<file path="src/rtl/fpu_op_sequencer.sv">
// Issue/collect stage for the free-running fpu adder: queues operand pairs, holds each one for a
// fixed settle window, then presents the sampled result. Define STATUS_STICKY_EN for sticky_status.
module fpu_op_sequencer #(
   parameter int unsigned DEPTH         = 4,
   parameter int unsigned SETTLE_CYCLES = 64
) (
   input  logic        clock100KHz,
   input  logic        reset,
   input  logic        in_valid,
   output logic        in_ready,
   input  logic [31:0] in_op_a,
   input  logic [31:0] in_op_b,
   output logic [31:0] fpu_op_a,
   output logic [31:0] fpu_op_b,
   input  logic [31:0] fpu_data_in,
   input  logic [3:0]  fpu_status_in,
   output logic        out_valid,
   input  logic        out_ready,
   output logic [31:0] out_data,
   output logic [3:0]  out_status,
   output logic        busy,
   input  logic        sticky_clear,
   output logic [3:0]  sticky_status
);

   localparam int unsigned PtrW = (DEPTH > 1) ? $clog2(DEPTH) : 1;
   localparam int unsigned CntW = $clog2(DEPTH + 1);
   localparam int unsigned SetW = (SETTLE_CYCLES > 1) ? $clog2(SETTLE_CYCLES) : 1;

   typedef enum logic [1:0] {
      StIdle,
      StSettle,
      StPresent
   } state_e;

   // Operand FIFO
   logic [63:0]     mem_q [DEPTH];
   logic [PtrW-1:0] wr_ptr_q, wr_ptr_d;
   logic [PtrW-1:0] rd_ptr_q, rd_ptr_d;
   logic [CntW-1:0] count_q, count_d;
   logic            push;
   logic            pop;
   logic [63:0]     head;

   // Issue/collect state
   state_e          state_q, state_d;
   logic [SetW-1:0] cnt_q, cnt_d;
   logic [31:0]     op_a_q, op_a_d;
   logic [31:0]     op_b_q, op_b_d;
   logic            out_valid_q, out_valid_d;
   logic [31:0]     out_data_q, out_data_d;
   logic [3:0]      out_status_q, out_status_d;

   assign in_ready = (count_q != CntW'(DEPTH));
   assign push     = in_valid && in_ready;
   assign head     = mem_q[rd_ptr_q];

   always_comb begin
      wr_ptr_d = wr_ptr_q;
      rd_ptr_d = rd_ptr_q;
      count_d  = count_q;
      // DEPTH is a power of two, so natural pointer overflow is the modulo wrap.
      if (push) begin
         wr_ptr_d = wr_ptr_q + PtrW'(1);
      end
      if (pop) begin
         rd_ptr_d = rd_ptr_q + PtrW'(1);
      end
      case ({push, pop})
         2'b10:   count_d = count_q + CntW'(1);
         2'b01:   count_d = count_q - CntW'(1);
         default: count_d = count_q;
      endcase
   end

   always_ff @(posedge clock100KHz or negedge reset) begin
      if (!reset) begin
         for (int unsigned i = 0; i < DEPTH; i++) begin
            mem_q[i] <= '0;
         end
         wr_ptr_q <= '0;
         rd_ptr_q <= '0;
         count_q  <= '0;
      end else begin
         if (push) begin
            mem_q[wr_ptr_q] <= {in_op_a, in_op_b};
         end
         wr_ptr_q <= wr_ptr_d;
         rd_ptr_q <= rd_ptr_d;
         count_q  <= count_d;
      end
   end

   always_comb begin
      state_d      = state_q;
      cnt_d        = cnt_q;
      op_a_d       = op_a_q;
      op_b_d       = op_b_q;
      out_valid_d  = out_valid_q;
      out_data_d   = out_data_q;
      out_status_d = out_status_q;
      pop          = 1'b0;
      case (state_q)
         StIdle: begin
            if (count_q != '0) begin
               pop     = 1'b1;
               op_a_d  = head[63:32];
               op_b_d  = head[31:0];
               cnt_d   = SetW'(SETTLE_CYCLES - 1);
               state_d = StSettle;
            end
         end
         StSettle: begin
            // The core has no done flag; sampling happens only once the window has elapsed.
            if (cnt_q != '0) begin
               cnt_d = cnt_q - SetW'(1);
            end else begin
               out_data_d   = fpu_data_in;
               out_status_d = fpu_status_in;
               out_valid_d  = 1'b1;
               state_d      = StPresent;
            end
         end
         StPresent: begin
            if (out_ready) begin
               out_valid_d = 1'b0;
               state_d     = StIdle;
            end
         end
         default: begin
            state_d = StIdle;
         end
      endcase
   end

   always_ff @(posedge clock100KHz or negedge reset) begin
      if (!reset) begin
         state_q      <= StIdle;
         cnt_q        <= '0;
         op_a_q       <= '0;
         op_b_q       <= '0;
         out_valid_q  <= 1'b0;
         out_data_q   <= '0;
         out_status_q <= '0;
      end else begin
         state_q      <= state_d;
         cnt_q        <= cnt_d;
         op_a_q       <= op_a_d;
         op_b_q       <= op_b_d;
         out_valid_q  <= out_valid_d;
         out_data_q   <= out_data_d;
         out_status_q <= out_status_d;
      end
   end

   assign fpu_op_a   = op_a_q;
   assign fpu_op_b   = op_b_q;
   assign out_valid  = out_valid_q;
   assign out_data   = out_data_q;
   assign out_status = out_status_q;
   assign busy       = (state_q != StIdle);

`ifdef STATUS_STICKY_EN
   logic [3:0] sticky_q, sticky_d;

   always_comb begin
      sticky_d = sticky_q;
      // Clear wins over an accept in the same cycle.
      if (sticky_clear) begin
         sticky_d = 4'b0000;
      end else if (out_valid_q && out_ready) begin
         sticky_d = sticky_q | out_status_q;
      end
   end

   always_ff @(posedge clock100KHz or negedge reset) begin
      if (!reset) begin
         sticky_q <= 4'b0000;
      end else begin
         sticky_q <= sticky_d;
      end
   end

   assign sticky_status = sticky_q;
`else
   logic unused_sticky_clear;
   assign unused_sticky_clear = sticky_clear;
   assign sticky_status       = 4'b0000;
`endif

endmodule
</file>
<file path="config.mk">
export PLATFORM = sky130hd
export DESIGN_NAME = fpu_op_sequencer
export DESIGN_NICKNAME = d
export VERILOG_FILES = /design/src/rtl/fpu_op_sequencer.sv
export SDC_FILE = /design/constraint.sdc
export NUM_CORES = 1
export LEC_CHECK = 0
export BUFFER_PORTS_ARGS = -buffer_cell sky130_fd_sc_hd__buf_2
export CORE_ASPECT_RATIO = 1.2
export CORE_MARGIN = 2
export CORE_UTILIZATION = 30
export DETAILED_ROUTE_END_ITERATION = 16
export PLACE_DENSITY = 0.55
export SLEW_MARGIN = 20
export SYNTH_ARGS = -nofsm -noshare
export SYNTH_HDL_FRONTEND = slang
export SYNTH_SLANG_ARGS = --single-unit
export TNS_END_PERCENT = 50
</file>
<file path="constraint.sdc">
create_clock -name clock100KHz -period 2.8 [get_ports clock100KHz]
set_clock_uncertainty 0.15 [all_clocks]
set_input_delay 0.28 -clock clock100KHz [delete_from_list [all_inputs] [get_ports clock100KHz]]
set_output_delay 0.28 -clock clock100KHz [all_outputs]
set_load 0.01 [all_outputs]
</file>
==> run_results.csv <==
group,metric,value,unit
yosys,avgSynthCellArea,17.1,sq um
yosys,synth-seq-area-share,0.596,
routing,drtPass1Iterations,4,
floorplan,core_area,51500,sq um
clock_tree,cts_buffers,42,
critical_path,worstPathCellList,"or3_1, and2_4, ha_1, fa_1, xnor2_1, nor2_1, xor2_1",
hold_path,min_path_type,"primary input to async pin",
grt,grt_pass1_wl,57200,um
critical_path,crit_type,"flop to flop",
layout,fin_nets,1354,
sta,rsz0062_at_grt,"false",
critical_path,critical_path.max_stage_delay,0.52,ns
grt,grt_start_max_net_pins,87,
grt,gr-total-overflow,0,
routing,ant_nets,0,
placed_design,placed_area,17700,sq um
grt,grt_pass1_vias,10100,
floorplan,start_util,0.304,
routing,num_vias,8928,
clock_tree,h-tree-depth,2,
sta,max_slew.worst_pin.slew,0.732,ns
sta,setup_viol,0,
critical_path,crit_family,"simple AND/OR/NAND/NOR gates",
sta,finalCritPeriodShare,0.865,
layout,layout-drive-gt1-share,0.577,
yosys,synthCells,913,
floorplan,die_w,212,um
routing,viasPerCell,4.54,
clock_tree,clk_transition_reported_paths,0.06,ns
critical_path,cp-start-kind,"flop",
yosys,synth_seq_cells,372,
clock_tree,cts.sinks,372,
sta,timing.fmax,413,MHz
layout,postLayoutCoreUtil,0.391,
sta,slew_violations,0,
layout,insertedDiodeCount,0,
placed_design,preCtsSetupSlack,0.398,ns
sta,fin_setup_tns,0,ns
routing,drc,0,
placed_design,dp.final_hpwl,21500,um
power_and_ir_drop,p_total,0.0233,W
placed_design,gp_congestion,0.712,
sta,final.setup.worst_slack,0.377,ns
power_and_ir_drop,p_leak,8.91,nW
power_and_ir_drop,cellPowerDensity,1160,nW/um^2
layout,design_area,20100,sq um
routing,drt_iter0_drc,295,
yosys,synth_warnings,0,
critical_path,critPathBufInv,0,
layout,synthToLayoutAreaGrowth,28.8,%
clock_tree,cts_resized,0,
sta,finalHoldViolCount,0,
sta,period_minus_slack,2.42,ns
sta,slew_headroom,0.512,
placed_design,port_buffers,206,
clock_tree,worstSkewPairLatency,0.55,ns
floorplan,die_h,254,um
clock_tree,clockBufferDepth,3,
floorplan,rows,91,
critical_path,crit_fanout,8,
layout,regArea,9320,sq um
grt,grtUsageTotal,0.137,
critical_path,arrival,2.70,ns
layout,multi_input_area,5990,sq um
clock_tree,clock-root-buffer,"clkbuf_16",
run_status,outcome,"finished clean",
floorplan,die_area,54000,sq um
critical_path,slowest_stage,"or3_1",
clock_tree,cts_hold_buf,103,
routing,avgRoutedWirePerCell,18.1,um
yosys,syn_area,15600,sq um
flow_run,maxCapViolations,0,
critical_path,end_kind,"flop",
critical_path,cp.required,3.08,ns
power_and_ir_drop,vdd_drop_max,0.000506,V
grt,antenna_found_initial,0,
layout,fillerInstances,4899,
routing,drt_wl_total,35600,um
yosys,ys_types,40,
clock_tree,cts_setup_buffers,0,
floorplan,num_io_pins,212,
clock_tree,cts_tree,"done",
[cells by family after synthesis]
family | Yosys count | synth area share
mux | 427 | 0.353
simple gates | 27 | 0.0125
flops | 372 | 0.596
buf+inv | 62 | 0.0242
fa+ha+maj | 8 | 0.00688
other cells | 1 | 0.000240
compound gates | 10 | 0.00400
xor+xnor | 6 | 0.00336
[path summary, 6_finish.rpt]
path,from,end,slack (ns),cells past startpoint
worst max-delay path,count_q[0],count_q[2],0.38,7
worst min-delay path,reset,mem_q[125],0.21,2
worst max register to register,count_q[0],count_q[2],0.38,7
worst min register to register,count_q[2],count_q[2],0.33,1
max in group asynchronous,reset,mem_q[36],1.45,3
min in group clock100KHz,count_q[2],count_q[2],0.33,1
[where the power goes]
group	total (W)	switching (W)	internal, W
Sequential	0.00931	0.00128	0.00803
Clock	0.00570	0.00218	0.00353
Combinational	0.00833	0.00333	0.00500
Total	0.0233	0.00679	0.0166
[flip-flops by register name, indices dropped and copies added, names as in the netlist]
register / flops
fpu_op_a: 32
out_status: 4
rd_ptr_q: 2
state_q: 2
wr_ptr_q: 2
cnt_q: 6
count_q: 3
out_data: 32
out_valid: 1
fpu_op_b: 32
mem_q: 256
[synthesized netlist by cell type, drive strengths merged]
master / instances / area (sq um)
ha: 7 / 87.6
o21ai: 1 / 5.00
nand2b: 2 / 12.5
dfrtp: 372 / 9310
and3: 1 / 6.26
a21boi: 2 / 15.0
and2: 1 / 6.26
nor3b: 1 / 7.51
nand3: 4 / 35.0
mux2i: 5 / 50.1
nor4: 2 / 12.5
nand4b: 1 / 8.76
conb: 1 / 3.75
nand3b: 1 / 7.51
or2: 1 / 6.26
a211o: 1 / 8.76
clkbuf: 9 / 33.8
mux2: 358 / 4030
fa: 1 / 20.0
inv: 5 / 18.8
xor2: 2 / 17.5
mux4: 64 / 1440
buf: 48 / 325
or3: 1 / 6.26
nor2: 3 / 11.3
nor4b: 1 / 8.76
or4b: 1 / 13.8
o22a: 1 / 8.76
or3b: 1 / 8.76
nor2b: 1 / 6.26
nor3: 3 / 26.3
xnor2: 4 / 35.0
or4: 1 / 7.51
a21oi: 5 / 25.0
nand2: 1 / 3.75
[cell usage in the layout (no fill, tap or decap), types with 2 or more instances in the layout]
| master | netlist | layout |
|---|---|---|
| bufinv_16 | 0 | 4 |
| xor2_1 | 2 | 2 |
| clkbuf_1 | 9 | 9 |
| mux2_2 | 358 | 358 |
| buf_12 | 0 | 16 |
| xnor2_1 | 4 | 4 |
| dfrtp_4 | 0 | 2 |
| buf_2 | 29 | 205 |
| clkbuf_16 | 0 | 43 |
| a21oi_1 | 5 | 5 |
| nand3_4 | 0 | 3 |
| nor3_1 | 2 | 2 |
| a21boi_0 | 2 | 2 |
| inv_6 | 0 | 2 |
| buf_4 | 5 | 13 |
| clkinv_2 | 0 | 2 |
| ha_1 | 7 | 7 |
| conb_1 | 1 | 4 |
| mux2i_1 | 5 | 5 |
| nand2b_1 | 2 | 2 |
| nor4_1 | 2 | 2 |
| clkbuf_8 | 0 | 13 |
| nor2_1 | 3 | 3 |
| mux4_2 | 64 | 64 |
| inv_1 | 5 | 5 |
| dlygate4sd3_1 | 0 | 103 |
| dfrtp_1 | 372 | 370 |
[stage by stage]
stage	instances	hold slack (ns)
floorplan	916	-0.166
global placement	1791	0.216
detailed placement	1791	0.223
CTS	1968	0.216
global route	1968	0.259
finish	1968	0.206
[area by class of cell]
cell class / instances / area share
multi-input cells: 482 / 0.297
inverters: 5 / 0.000932
clock buffers: 65 / 0.0640
flip-flops and latches: 372 / 0.463
repair buffers: 338 / 0.124
well taps: 697 / 0.0433
clock inverters: 9 / 0.00771
[worst reg2reg max path: cells and delay by family, from the launching register on]
kind | cells | cell delay, ns
fa+ha+maj | 2 | 0.60
simple gates | 3 | 0.82
xor+xnor | 2 | 0.31
flops | 1 | 0.42
[layer usage]
layer | part of all wire | track usage | up-vias
met5 | 0 | 0 | -
met4 | 0.021 | 0.0396 | 0
met3 | 0.040 | 0.0293 | 52
met2 | 0.51 | 0.240 | 142
met1 | 0.42 | 0.168 | 4710
li1 | - | - | 4024
(Power assumes the default switching activity.)
